[src/rtl/pix_pkg.sv]
// Shared types and constants for the pixel FIFO reader.
package pix_pkg;

  typedef enum logic [1:0] {
    ST_IDLE  = 2'd0,
    ST_RUN   = 2'd1,
    ST_DRAIN = 2'd2
  } state_t;

  localparam int SKID_DEPTH = 2;
  localparam int OCC_W      = $clog2(SKID_DEPTH + 1);
  localparam int CNT_W      = OCC_W + 1;

endpackage

[src/rtl/pix_skid_buf.sv]
// In-order skid buffer: entry 0 is the head; a pop shifts the remaining entries down
// while a push lands in the first free slot after that shift.
module pix_skid_buf
  import pix_pkg::*;
#(
  parameter int DATA_WIDTH = 8
) (
  input  logic                  clk,
  input  logic                  rst_n,
  input  logic                  push,
  input  logic [DATA_WIDTH-1:0] push_data,
  input  logic                  pop,
  output logic [DATA_WIDTH-1:0] head,
  output logic [OCC_W-1:0]      occupancy
);

  logic [SKID_DEPTH-1:0][DATA_WIDTH-1:0] entry_reg;
  logic [SKID_DEPTH-1:0][DATA_WIDTH-1:0] entry_next;
  logic [OCC_W-1:0]                      occ_reg;
  logic [OCC_W-1:0]                      occ_next;
  logic [OCC_W-1:0]                      wr_idx;

  // A pop is only ever issued with occupancy >= 1, so this cannot underflow.
  assign wr_idx   = occ_reg - OCC_W'(pop);
  assign occ_next = occ_reg + OCC_W'(push) - OCC_W'(pop);

  genvar gi;
  generate
    for (gi = 0; gi < SKID_DEPTH; gi++) begin : g_entry
      logic [DATA_WIDTH-1:0] shift_src;
      if (gi < SKID_DEPTH - 1) begin : g_mid
        assign shift_src = entry_reg[gi+1];
      end else begin : g_last
        assign shift_src = entry_reg[gi];
      end
      assign entry_next[gi] = (push && (wr_idx == OCC_W'(gi))) ? push_data :
                              pop                                ? shift_src :
                                                                   entry_reg[gi];
    end
  endgenerate

  always_ff @(posedge clk) begin
    if (!rst_n) begin
      entry_reg <= '0;
      occ_reg   <= '0;
    end else begin
      entry_reg <= entry_next;
      occ_reg   <= occ_next;
    end
  end

  assign head      = entry_reg[0];
  assign occupancy = occ_reg;

endmodule

[src/rtl/pix_fifo_reader.sv]
// Pulls pixels from a 1-cycle-latency FIFO into a valid/ready stream with frame markers.
// Define FRAME_MARKERS_EN to build the col/row counters behind m_sof/m_eol/m_eof.
module pix_fifo_reader
  import pix_pkg::*;
#(
  parameter int DATA_WIDTH = 8,
  parameter int IMG_WIDTH  = 640,
  parameter int IMG_HEIGHT = 480
) (
  input  logic                  clk,
  input  logic                  rst_n,
  input  logic                  en,
  input  logic                  fifo_empty,
  input  logic [DATA_WIDTH-1:0] fifo_rdata,
  output logic                  fifo_rden,
  output logic [DATA_WIDTH-1:0] m_data,
  output logic                  m_valid,
  input  logic                  m_ready,
  output logic                  m_sof,
  output logic                  m_eol,
  output logic                  m_eof,
  output logic                  busy
);

  logic [OCC_W-1:0] occupancy;
  logic             inflight_reg;
  logic             pop;
  logic [CNT_W-1:0] credit_used;
  state_t           state_reg;

  assign m_valid = (occupancy != '0);
  assign pop     = m_valid && m_ready;

  // A pop this cycle frees its slot before the requested word arrives, which is
  // what lets a steady stream run at one pixel per cycle.
  assign credit_used = CNT_W'(occupancy) + CNT_W'(inflight_reg) - CNT_W'(pop);
  assign fifo_rden   = rst_n && en && !fifo_empty && (credit_used < CNT_W'(SKID_DEPTH));

  always_ff @(posedge clk) begin
    if (!rst_n) inflight_reg <= 1'b0;
    else        inflight_reg <= fifo_rden;
  end

  pix_skid_buf #(
    .DATA_WIDTH(DATA_WIDTH)
  ) u_skid (
    .clk       (clk),
    .rst_n     (rst_n),
    .push      (inflight_reg),
    .push_data (fifo_rdata),
    .pop       (pop),
    .head      (m_data),
    .occupancy (occupancy)
  );

  always_ff @(posedge clk) begin
    if (!rst_n) begin
      state_reg <= ST_IDLE;
    end else begin
      case (state_reg)
        ST_IDLE: if (en) state_reg <= ST_RUN;
        ST_RUN: begin
          if (!en) state_reg <= ((occupancy != '0) || inflight_reg) ? ST_DRAIN : ST_IDLE;
        end
        ST_DRAIN: begin
          if (en)                                       state_reg <= ST_RUN;
          else if ((occupancy == '0) && !inflight_reg)  state_reg <= ST_IDLE;
        end
        default: state_reg <= ST_IDLE;
      endcase
    end
  end

  assign busy = (state_reg != ST_IDLE);

`ifdef FRAME_MARKERS_EN
  localparam int COL_W = (IMG_WIDTH  > 1) ? $clog2(IMG_WIDTH)  : 1;
  localparam int ROW_W = (IMG_HEIGHT > 1) ? $clog2(IMG_HEIGHT) : 1;

  logic [COL_W-1:0] col_reg;
  logic [ROW_W-1:0] row_reg;
  logic             col_last;
  logic             row_last;

  assign col_last = (col_reg == COL_W'(IMG_WIDTH - 1));
  assign row_last = (row_reg == ROW_W'(IMG_HEIGHT - 1));

  always_ff @(posedge clk) begin
    if (!rst_n) begin
      col_reg <= '0;
      row_reg <= '0;
    end else if (pop) begin
      if (col_last) begin
        col_reg <= '0;
        row_reg <= row_last ? '0 : row_reg + ROW_W'(1);
      end else begin
        col_reg <= col_reg + COL_W'(1);
      end
    end
  end

  assign m_sof = m_valid && (col_reg == '0) && (row_reg == '0);
  assign m_eol = m_valid && col_last;
  assign m_eof = m_eol && row_last;
`else
  assign m_sof = 1'b0;
  assign m_eol = 1'b0;
  assign m_eof = 1'b0;
`endif

endmodule
[config.mk]
export PLATFORM = sky130hd
export DESIGN_NAME = pix_fifo_reader
export DESIGN_NICKNAME = d
export VERILOG_FILES = /design/src/rtl/pix_pkg.sv /design/src/rtl/pix_skid_buf.sv /design/src/rtl/pix_fifo_reader.sv
export SDC_FILE = /design/constraint.sdc
export NUM_CORES = 1
export LEC_CHECK = 0
export ABC_AREA = 0
export CORE_MARGIN = 8
export CORE_UTILIZATION = 42
export CTS_CLUSTER_SIZE = 30
export DETAILED_ROUTE_END_ITERATION = 12
export PLACE_DENSITY = 0.8
export REMOVE_ABC_BUFFERS = 1
export SYNTH_ARGS = -nofsm -noshare
export SYNTH_HDL_FRONTEND = slang
export SYNTH_SLANG_ARGS = --single-unit
[constraint.sdc]
create_clock -name clk -period 7.59 [get_ports clk]
set_input_delay 1.518 -clock clk [delete_from_list [all_inputs] [get_ports clk]]
set_output_delay 1.518 -clock clk [all_outputs]
set_load 0.05 [all_outputs]
After elaboration in Yosys (flattened, before gate mapping) --
Cells that the tools add are included.
Word-level totals: logic and storage cells 42, register bits 21, input bits 13, output and inout bits 14
Operators by class: reductions and logical operators 17, add/sub/neg operators 5, order comparisons 1, mux-type cells 8, equality and inequality tests 6
Operator list (number):
- $mux W8 | 2
- $mux W2 | 5
- $logic_and A1 B1 Y1 | 7
- $logic_not A2 Y1 | 3
- $pmux W2 S3 | 1
- $reduce_bool A2 Y1 | 3
- $eq A2 B1 Y1 const B | 2
- $ne A2 B2 Y1 const B | 2
- $sub A2 B1 Y2 | 2
- $add A2 B1 Y3 | 1
- $lt A3 B2 Y1 const B | 1
- $ne A3 B3 Y1 const B | 1
- $reduce_and A3 Y1 | 1
- $sub A3 B1 Y3 | 1
- $add A2 B1 Y2 | 1
- $eq A2 B2 Y1 const B | 1
- $logic_not A1 Y1 | 2
- $logic_or A1 B1 Y1 | 1

Logic depth before layout (Yosys ltp) --
Gate-level depths: netlist of run 1.
word-level depth 6, mapped depth 9, mapped depth without buffers 6

Cells and area by module --
From an unflattened synthesis of run 1, not the netlist that was laid out.
Unflattened totals: cell total of the unflattened synthesis 106, area total of the unflattened synthesis 1031.0 um2
By module, submodules not included:
- pix_skid_buf | times used 1, cells each 84, seq. area each 360.3 um2, area each 824.5 um2
- pix_fifo_reader | times used 1, cells each 22, seq. area each 60.1 um2, area each 206.4 um2

Worst setup path after synthesis of run 1 --
OpenSTA, ideal clock, no wires.
path kind input port to output port, from in m_ready, to out fifo_rden, stages on the path 6, slack 1706 ps, data arrival time 4366 ps, path buffers 1, data required time 6072 ps, cell sequence and3b_1 clkbuf_1 or2_2 ha_1 fa_1 nor4_1
Between the ends: word-level cells in the longest chain between the ends 4
RTL lines:
- start, declared | line pix_fifo_reader.sv:18 | input logic m_ready,
- $logic_and A1 B1 Y1 | line pix_fifo_reader.sv:32 | assign pop = m_valid && m_ready;
- $sub A3 B1 Y3 | line pix_fifo_reader.sv:36 | assign credit_used = CNT_W'(occupancy) + CNT_W'(inflight_reg) - CNT_W'(pop);
- named net credit_used[1] | line pix_fifo_reader.sv:28 | logic [CNT_W-1:0] credit_used;
- $lt A3 B2 Y1 | line pix_fifo_reader.sv:37 | assign fifo_rden = rst_n && en && !fifo_empty && (credit_used < CNT_W'(SKID_DEPTH));
- $logic_and A1 B1 Y1 | line pix_fifo_reader.sv:37
- end, declared | line pix_fifo_reader.sv:15 | output logic fifo_rden,
The timed path passes the listed nets, and every way through them passes these cells.

Final worst setup path of run 1 --
Ends and elaborated chain as after synthesis.

==> results of run 1 <==
-- cells in the mapped netlist --
library cell	n	area, µm²
o21bai_1	1	7.510
ha_1	2	25.02
dfxtp_1	21	420.4
o21a_1	1	7.510
fa_1	1	20.02
buf_2	3	15.01
mux2i_1	8	80.08
and3b_1	1	8.760
o2111ai_1	1	8.760
clkbuf_1	5	18.77
o21ai_1	1	5.000
or2_2	3	18.77
nor2b_1	1	6.260
a21oi_1	2	10.01
and2_1	2	12.51
inv_1	3	11.26
or3_1	1	6.260
nor4_1	2	12.51
a31oi_1	8	50.05
nand2b_1	1	6.260
xnor2_1	1	8.760
conb_1	1	3.750
buf_4	3	22.52
o41ai_1	8	70.07
nand2_1	33	123.9
-- cell families after synthesis --
kind of cell               synth area share [%]
and+or+nand+nor                           19.92
AOI/OAI and AO/OA                         16.22
DFF                                       42.91
buffers and inverters                     6.896
muxes                                     8.174
adders and majority gates                 4.597
other                                    0.3828
xor gates and xnor gates                 0.8942
-- worst reg2reg max path: stages (launching register included) --
cell and delay, ns:
dfxtp_1 0.45, and3b_1 0.43, inv_1 0.15, ha_1 0.29, nand2b_1 0.30, o21bai_1 0.54
mux2i_1 0.28
-- layout make-up --
type                            instances  share of cell area (%)
Inverter                                3                  0.9212
Timing Repair Buffer                   23                   18.83
Multi-Input combinational cell         81                   40.84
Clock buffer                            4                   2.149
Tap cell                               28                   2.866
Sequential cell                        21                   34.39
-- where the power goes --
| group | switching (mW) | internal (mW) | total [mW] |
|---|---|---|---|
| sequential | 0.00255 | 0.114 | 0.117 |
| combinational | 0.0299 | 0.0175 | 0.0474 |
| clock | 0.0324 | 0.0205 | 0.0529 |
-- worst paths after layout --
kind	end	slack, ns	startpoint
worst max-delay path	fifo_rden	1.61	m_ready
worst min-delay path	state_reg[1]$_SDFFE_PN0P_	0.45	state_reg[0]$_SDFFE_PN0P_
worst max register to register	u_skid.g_entry[0].shift_src[7]$_SDFFE_PN0P_	5.07	u_skid.occupancy[1]$_SDFF_PN0_
worst min register to register	state_reg[1]$_SDFFE_PN0P_	0.45	state_reg[0]$_SDFFE_PN0P_
-- per-layer routing --
metal	vias up	GRT usage, %
li1	428	-
met1	395	12.80
met2	30	19.63
met3	5	3.484
met4	0	5.450
met5	-	0
==> metrics, run 1 <==
status=completed; CTS buffer count=3; final core occ=55.26%; H-tree depth=1; Leak=0.5043 nW; RSZ-0062 raised after global routing=no; multi-input logic area=499.2 µm²; Std-Cell Rows=17; grt ovf=0; met3 wire len=158 µm; syn_area_per_cell=8.594 µm²; library cells used by synthesis=25; crit-path most repeated cell=clkdlybuf4s50_1; GPL Wtd Cong=0.7525; CTS tree=built; fmax=167.3 MHz; final hold violation count=0; commonest non-fill, non-tap cell in the layout=nand2_1; hold buffers post-CTS=0; CP delay by family, top=buffers and inverters; top routing layer used=met4; final setup fails=0; worst vdd ir=0.1009 mV; first-pass GRT wire length=3829 µm; Routed Antenna Nets=0; design area=1222 µm²; initial antenna violation count=0; Die Y=64.30 µm; Via density=5.363; hpwl dp=1720 µm; Hold Path Class=reg -> reg; max-cap violations=0; M1 WL=989 µm; R2R cell count=6; clk slew on worst S/H paths=0.11 ns; Ports=27; DIE AREA=4134 µm²; CP max stage delay=0.84 ns; synthesized area=979.7 µm²; placed instance count=156; postcts setup bufs=0; Final Critical Period=5.976 ns; cells along the critical path=clkdlybuf4s50_1 > nor2b_1 > or2_2 > ha_1 > fa_1 > nor4_1 > clkdlybuf4s50_1; Max stage delay cell, worst path=clkdlybuf4s50_1; DP Worst Slack=1.629 ns; worst skew pair latency=0.30 ns; commonest non-fill, non-tap cells in the layout=33 x nand2_1, 23 x clkdlybuf4s50_1, 21 x dfxtp_1; GRT Util Overall=11.53%; Power Dens Cells=177.6 nW/µm²; post-CTS sizing=0; slew at the pin with the worst max-slew slack=1.080 ns; Slew Viols, Final=0; First DRT Iteration DRCs=27; Layout area overhead=24.78%; nets@finish=149; drt wl/cell=14.25 µm; total power=0.2171 mW; Root Driver=clkbuf_4; Final Cycle Share=78.74%; ant diodes=0; critical path arrival=4.46 ns; crit end category=output pin; hold path depth=1; Seq/Total Area, Yosys=42.91%; routed wl met2=1090 µm; DP Area=1196 µm²; Worst path depth=7; layout cells sized above 1=4.545%; Clock Skew=0.001324 ns; die extent in x=64.30 µm; Initial Util=44.29%; Ys Warns=0; setup ws final=1.614 ns; vias in the first global route=848; Mapped Cells=114; Fillers=213; core area=2212 µm²; post-synthesis register bit count=21; Detailed Routing Iterations Pass 1=4; register area=420.4 µm²; CP max FO=11; critical path class=in -> out; final wirelength=2280 µm; Startpoint Class=input pin; relative slew slack=27.88%; Remaining DRCs=0; CTS sink cnt=21; Fin Hold WS=0.4545 ns; Via Count=858; final cell count without fillers=160; CP Data Required Time=6.07 ns; port bufs=23; largest net degree at the start of global routing=29; worst path bufs/invs=2; deepest clock path buffer count=2; Fin Setup TNS=0 ns
No activity file was read; power rests on OpenSTA's default activity.
==> run 2: changes to the inputs <==
--- a/config.mk
+++ b/config.mk
@@ -10,7 +10,7 @@
 export CORE_UTILIZATION = 42
 export CTS_CLUSTER_SIZE = 30
 export DETAILED_ROUTE_END_ITERATION = 12
-export PLACE_DENSITY = 0.8
+export PLACE_DENSITY = 0.83
 export REMOVE_ABC_BUFFERS = 1
 export SYNTH_ARGS = -nofsm -noshare
 export SYNTH_HDL_FRONTEND = slang
==> constraint.sdc (replaced) <==
create_clock -name clk -period 5.3 [get_ports clk]
set_input_delay 1.06 -clock clk [delete_from_list [all_inputs] [get_ports clk]]
set_output_delay 1.06 -clock clk [all_outputs]
set_load 0.05 [all_outputs]
==> run 2 against run 1 <==
Clock skew is 0.0080 ns higher. Die area unchanged. Critical endpoint unchanged. Register-to-register slack lost 2.2 ns. Worst hold slack better by 0.0048 ns. Highest routed layer unchanged. Largest cell class unchanged. Utilization down 0.057 points. Final cell count did not move. Final area down 0.10%. Sequential power increased by 43%. Critical path type unchanged.
==> metrics, run 2 (synthesis results as in run 1) <==
commonest non-fill, non-tap cells in the layout=33 x nand2_1, 22 x clkdlybuf4s50_1, 21 x dfxtp_1; core area=2212 µm²; DIE AREA=4134 µm²; nets@finish=149; CTS buffer count=3; RSZ-0062 raised after global routing=no; Std-Cell Rows=17; GPL Wtd Cong=0.8212; final hold violation count=0; final cell count without fillers=160; design area=1221 µm²; final wirelength=2229 µm; GRT Util Overall=11.13%; Hold Path Class=reg -> reg; fmax=223.3 MHz; status=completed; Startpoint Class=input pin; hold buffers post-CTS=0; deepest clock path buffer count=2; clk slew on worst S/H paths=0.11 ns; worst skew pair latency=0.31 ns; grt ovf=0; Fillers=219; critical path arrival=3.42 ns; Detailed Routing Iterations Pass 1=5; slew at the pin with the worst max-slew slack=0.9834 ns; Leak=0.5088 nW; DP Area=1194 µm²; die extent in x=64.30 µm; Via density=5.381; Remaining DRCs=0; postcts setup bufs=0; first-pass GRT wire length=3739 µm; CP max FO=11; H-tree depth=1; Routed Antenna Nets=0; crit end category=output pin; max-cap violations=0; Layout area overhead=24.65%; Die Y=64.30 µm; Power Dens Cells=256.7 nW/µm²; critical path class=in -> out; CP Data Required Time=4.24 ns; Via Count=861; largest net degree at the start of global routing=29; port bufs=23; CTS sink cnt=21; worst vdd ir=0.1981 mV; Fin Setup TNS=0 ns; commonest non-fill, non-tap cell in the layout=nand2_1; reg-to-reg slack, setup=2.83 ns; Final Cycle Share=84.51%; drt wl/cell=13.93 µm; final setup fails=0; Initial Util=44.29%; CTS tree=built; Clock Skew=0.009332 ns; ant diodes=0; Ports=27; layout cells sized above 1=6.061%; Final Critical Period=4.479 ns; vias in the first global route=820; total power=0.3135 mW; Root Driver=clkbuf_4; hpwl dp=1657 µm; placed instance count=156; initial antenna violation count=0; First DRT Iteration DRCs=27; Slew Viols, Final=0; post-CTS sizing=0; relative slew slack=34.31%
## run 2: cell types whose count changed in the layout (fill, tap and decap cells not counted), sizes merged
cell           previous run  this run
clkdlybuf4s50            23        22
clkinv                    0         1
clkbuf                    4         3
buf                       0         1
## run 2: cell type report
class,count,area [µm²],area share [%]
timing repair buffer,23,227.7,18.65
clock inverter,1,5.005,0.4098
sequential,21,420.4,34.43
clock buffer,3,22.52,1.844
tap,28,35.03,2.869
inverter,3,11.26,0.9221
multi-input combinational,81,499.2,40.88
## run 2: power breakdown
part | internal (mW) | switching, mW | leakage, nW
Sequential | 0.164 | 0.00356 | 0.171
Clock | 0.0282 | 0.0500 | 0.0177
Combinational | 0.0249 | 0.0430 | 0.320
Total | 0.217 | 0.0966 | 0.509
## run 2: worst max-delay path, stage by stage
cell             delay [ns]
clkdlybuf4s50_1        0.45
nor2b_1                0.54
or2_2                  0.22
ha_1                   0.16
fa_1                   0.45
nor4_1                 0.28
buf_4                  0.25
## run 2: final timing paths
kind,from,endpoint,cells past startpoint
hold reg to reg,state_reg[0]$_SDFFE_PN0P_,state_reg[1]$_SDFFE_PN0P_,1
setup / recovery,m_ready,fifo_rden,7
hold / removal,state_reg[0]$_SDFFE_PN0P_,state_reg[1]$_SDFFE_PN0P_,1
setup reg to reg,u_skid.occupancy[1]$_SDFF_PN0_,u_skid.g_entry[0].shift_src[6]$_SDFFE_PN0P_,6
## run 2: routing by layer
metal  GRT usage (%)  vias up  wire, µm
li1                -      424         -
met1           13.57      409      1002
met2           16.40       26      1043
met3           5.923        2       168
met4           3.542        0        14
met5               0        -         0
## run 2: through the flow
stage | utilization (%) | setup slack, ns | hold slack, ns
after global routing | 55.20 | 0.6338 | 0.4790
after floorplan | - | 0.4258 | 0.4199
final | 55.20 | 0.8209 | 0.4593
after detailed placement | 53.96 | 0.8213 | 0.4435
after global placement | 53.96 | 0.9271 | 0.4312
after CTS | 55.20 | 0.8187 | 0.4603
==> run 3: changes to the inputs <==
--- a/config.mk
+++ b/config.mk
@@ -10,7 +10,7 @@
 export CORE_UTILIZATION = 42
 export CTS_CLUSTER_SIZE = 30
 export DETAILED_ROUTE_END_ITERATION = 12
-export PLACE_DENSITY = 0.83
+export PLACE_DENSITY = 0.8
 export REMOVE_ABC_BUFFERS = 1
 export SYNTH_ARGS = -nofsm -noshare
 export SYNTH_HDL_FRONTEND = slang
==> constraint.sdc (replaced) <==
create_clock -name clk -period 4.3 [get_ports clk]
set_input_delay 0.86 -clock clk [delete_from_list [all_inputs] [get_ports clk]]
set_output_delay 0.86 -clock clk [all_outputs]
set_load 0.05 [all_outputs]
==> run 3 against run 2 <==
Flip-flop and latch count unchanged. Via count up 2.4%. Power is 24% higher. Critical endpoint unchanged. Largest cell class unchanged. Largest power group unchanged.
==> metrics, run 3 (synthesis results as in run 1) <==
status=completed; CP Data Required Time=3.44 ns; hold path depth=1; Hold Path Class=reg -> reg; core area=2212 µm²; r2r startpoint=u_skid.occupancy[1]$_SDFF_PN0_; fmax=247.5 MHz; H-tree depth=1; post-CTS sizing=0; GPL Wtd Cong=0.8212; Clock Skew=0.01041 ns; CTS sink cnt=21; RSZ-0062 raised after global routing=no; commonest non-fill, non-tap cell in the layout=nand2_1; hold buffers post-CTS=0; worst skew pair latency=0.31 ns; Startpoint Class=input pin; final cell count without fillers=162; commonest non-fill, non-tap cells in the layout=33 x nand2_1, 22 x clkdlybuf4s50_1, 21 x dfxtp_1; Fin Hold WS=0.4596 ns; final wirelength=2229 µm; Power Dens Cells=311.0 nW/µm²; largest net degree at the start of global routing=29; grt ovf=0; Via density=5.444; crit end category=output pin; vias in the first global route=856; Remaining DRCs=0; drt wl/cell=13.76 µm; placed instance count=158; Initial Util=44.29%; Ports=27; Detailed Routing Iterations Pass 1=4; Slew Viols, Final=0; register area=420.4 µm²; final setup fails=0; hpwl dp=1682 µm; min-delay src=state_reg[0]$_SDFFE_PN0P_; Routed Antenna Nets=0; die extent in x=64.30 µm; initial antenna violation count=0; slew at the pin with the worst max-slew slack=1.006 ns; GRT Util Overall=11.45%; Root Driver=clkbuf_4; Leak=0.5223 nW; critical path arrival=3.18 ns; ant diodes=0; worst vdd ir=0.1867 mV; Die Y=64.30 µm; CP max stage delay=0.48 ns; cells along the critical path=clkdlybuf4s50_1 > and3b_1 > or2_2 > ha_1 > fa_1 > nor4_1 > buf_12; CP max FO=4; first-pass GRT wire length=3822 µm; deepest clock path buffer count=2; reg-to-reg slack, setup=1.99 ns; Via Count=882; met2 GRT Util=17.39%; postcts setup bufs=0; First DRT Iteration DRCs=32; worst path bufs/invs=2; Fillers=206; Final Critical Period=4.040 ns; Final Cycle Share=93.96%; clk slew on worst S/H paths=0.12 ns; Std-Cell Rows=17; CTS tree=built; layout cells sized above 1=8.209%; met1 Usage GRT=13.47%; Fin Setup TNS=0 ns; nets@finish=151; CTS buffer count=3; met3 global-route usage=4.181%; Top Usage Layer GRT=met2; port bufs=23; relative slew slack=32.76%; final hold violation count=0; CP delay by family, top=simple AND/OR/NAND/NOR gates; DIE AREA=4134 µm²; Layout area overhead=27.71%; max-cap violations=0; Hold Crit Endpoint=state_reg[1]$_SDFFE_PN0P_; RR Endpoint=u_skid.g_entry[0].shift_src[3]$_SDFFE_PN0P_; Max stage delay cell, worst path=clkdlybuf4s50_1; critical path class=in -> out; multi-input logic area=501.7 µm²; R2R cell count=7
-- run 3: changes by cell type in the layout (fill, tap and decap cells not counted), sizes merged --
cell / previous run / this run
buf: 1 / 3
-- run 3: power breakdown --
part | internal, mW | switching, mW
Combinational | 0.0324 | 0.0529
Clock | 0.0348 | 0.0630
Sequential | 0.202 | 0.00433
Total | 0.269 | 0.120
-- run 3: per-stage QoR --
step | setup slack (ns) | utilization (%) | instance area [µm²] | total power, mW
5_1_grt | 0.1189 | 56.56 | 1251 | 0.4099
2_1_floorplan | -0.1742 | - | 930.9 | 0.2589
3_5_place_dp | 0.08127 | 55.20 | 1221 | 0.2956
6_report | 0.2598 | 56.56 | 1251 | 0.3892
4_1_cts | 0.06770 | 56.45 | 1249 | 0.3922
3_3_place_gp | 0.1500 | 55.20 | 1221 | 0.2945
-- run 3: worst max-delay path by stage --
stage	startpoint	endpoint	slack, ns	depth (start not counted)
after global routing	m_ready	fifo_rden	0.12	7
final	m_ready	fifo_rden	0.26	7
after global placement	m_ready	fifo_rden	0.15	7
after CTS	m_ready	fifo_rden	0.07	7
after floorplan	m_ready	fifo_rden	-0.17	5
after detailed placement	m_ready	fifo_rden	0.08	7
-- run 3: metal layers --
metal | share of wire, % | wire [µm] | vias to the layer above
li1 | - | - | 431
met1 | 44 | 970 | 408
met2 | 45 | 1006 | 36
met3 | 7.9 | 177 | 7
met4 | 3.3 | 74 | 0
met5 | 0 | 0 | -
-- run 3: cell type report --
type	count	area share, %
clock buffers	3	1.800
clock inverters	1	0.4000
inverters	3	0.9000
multi-input cells	81	40.10
flip-flops and latches	21	33.60
well taps	28	2.800
repair buffers	25	20.40
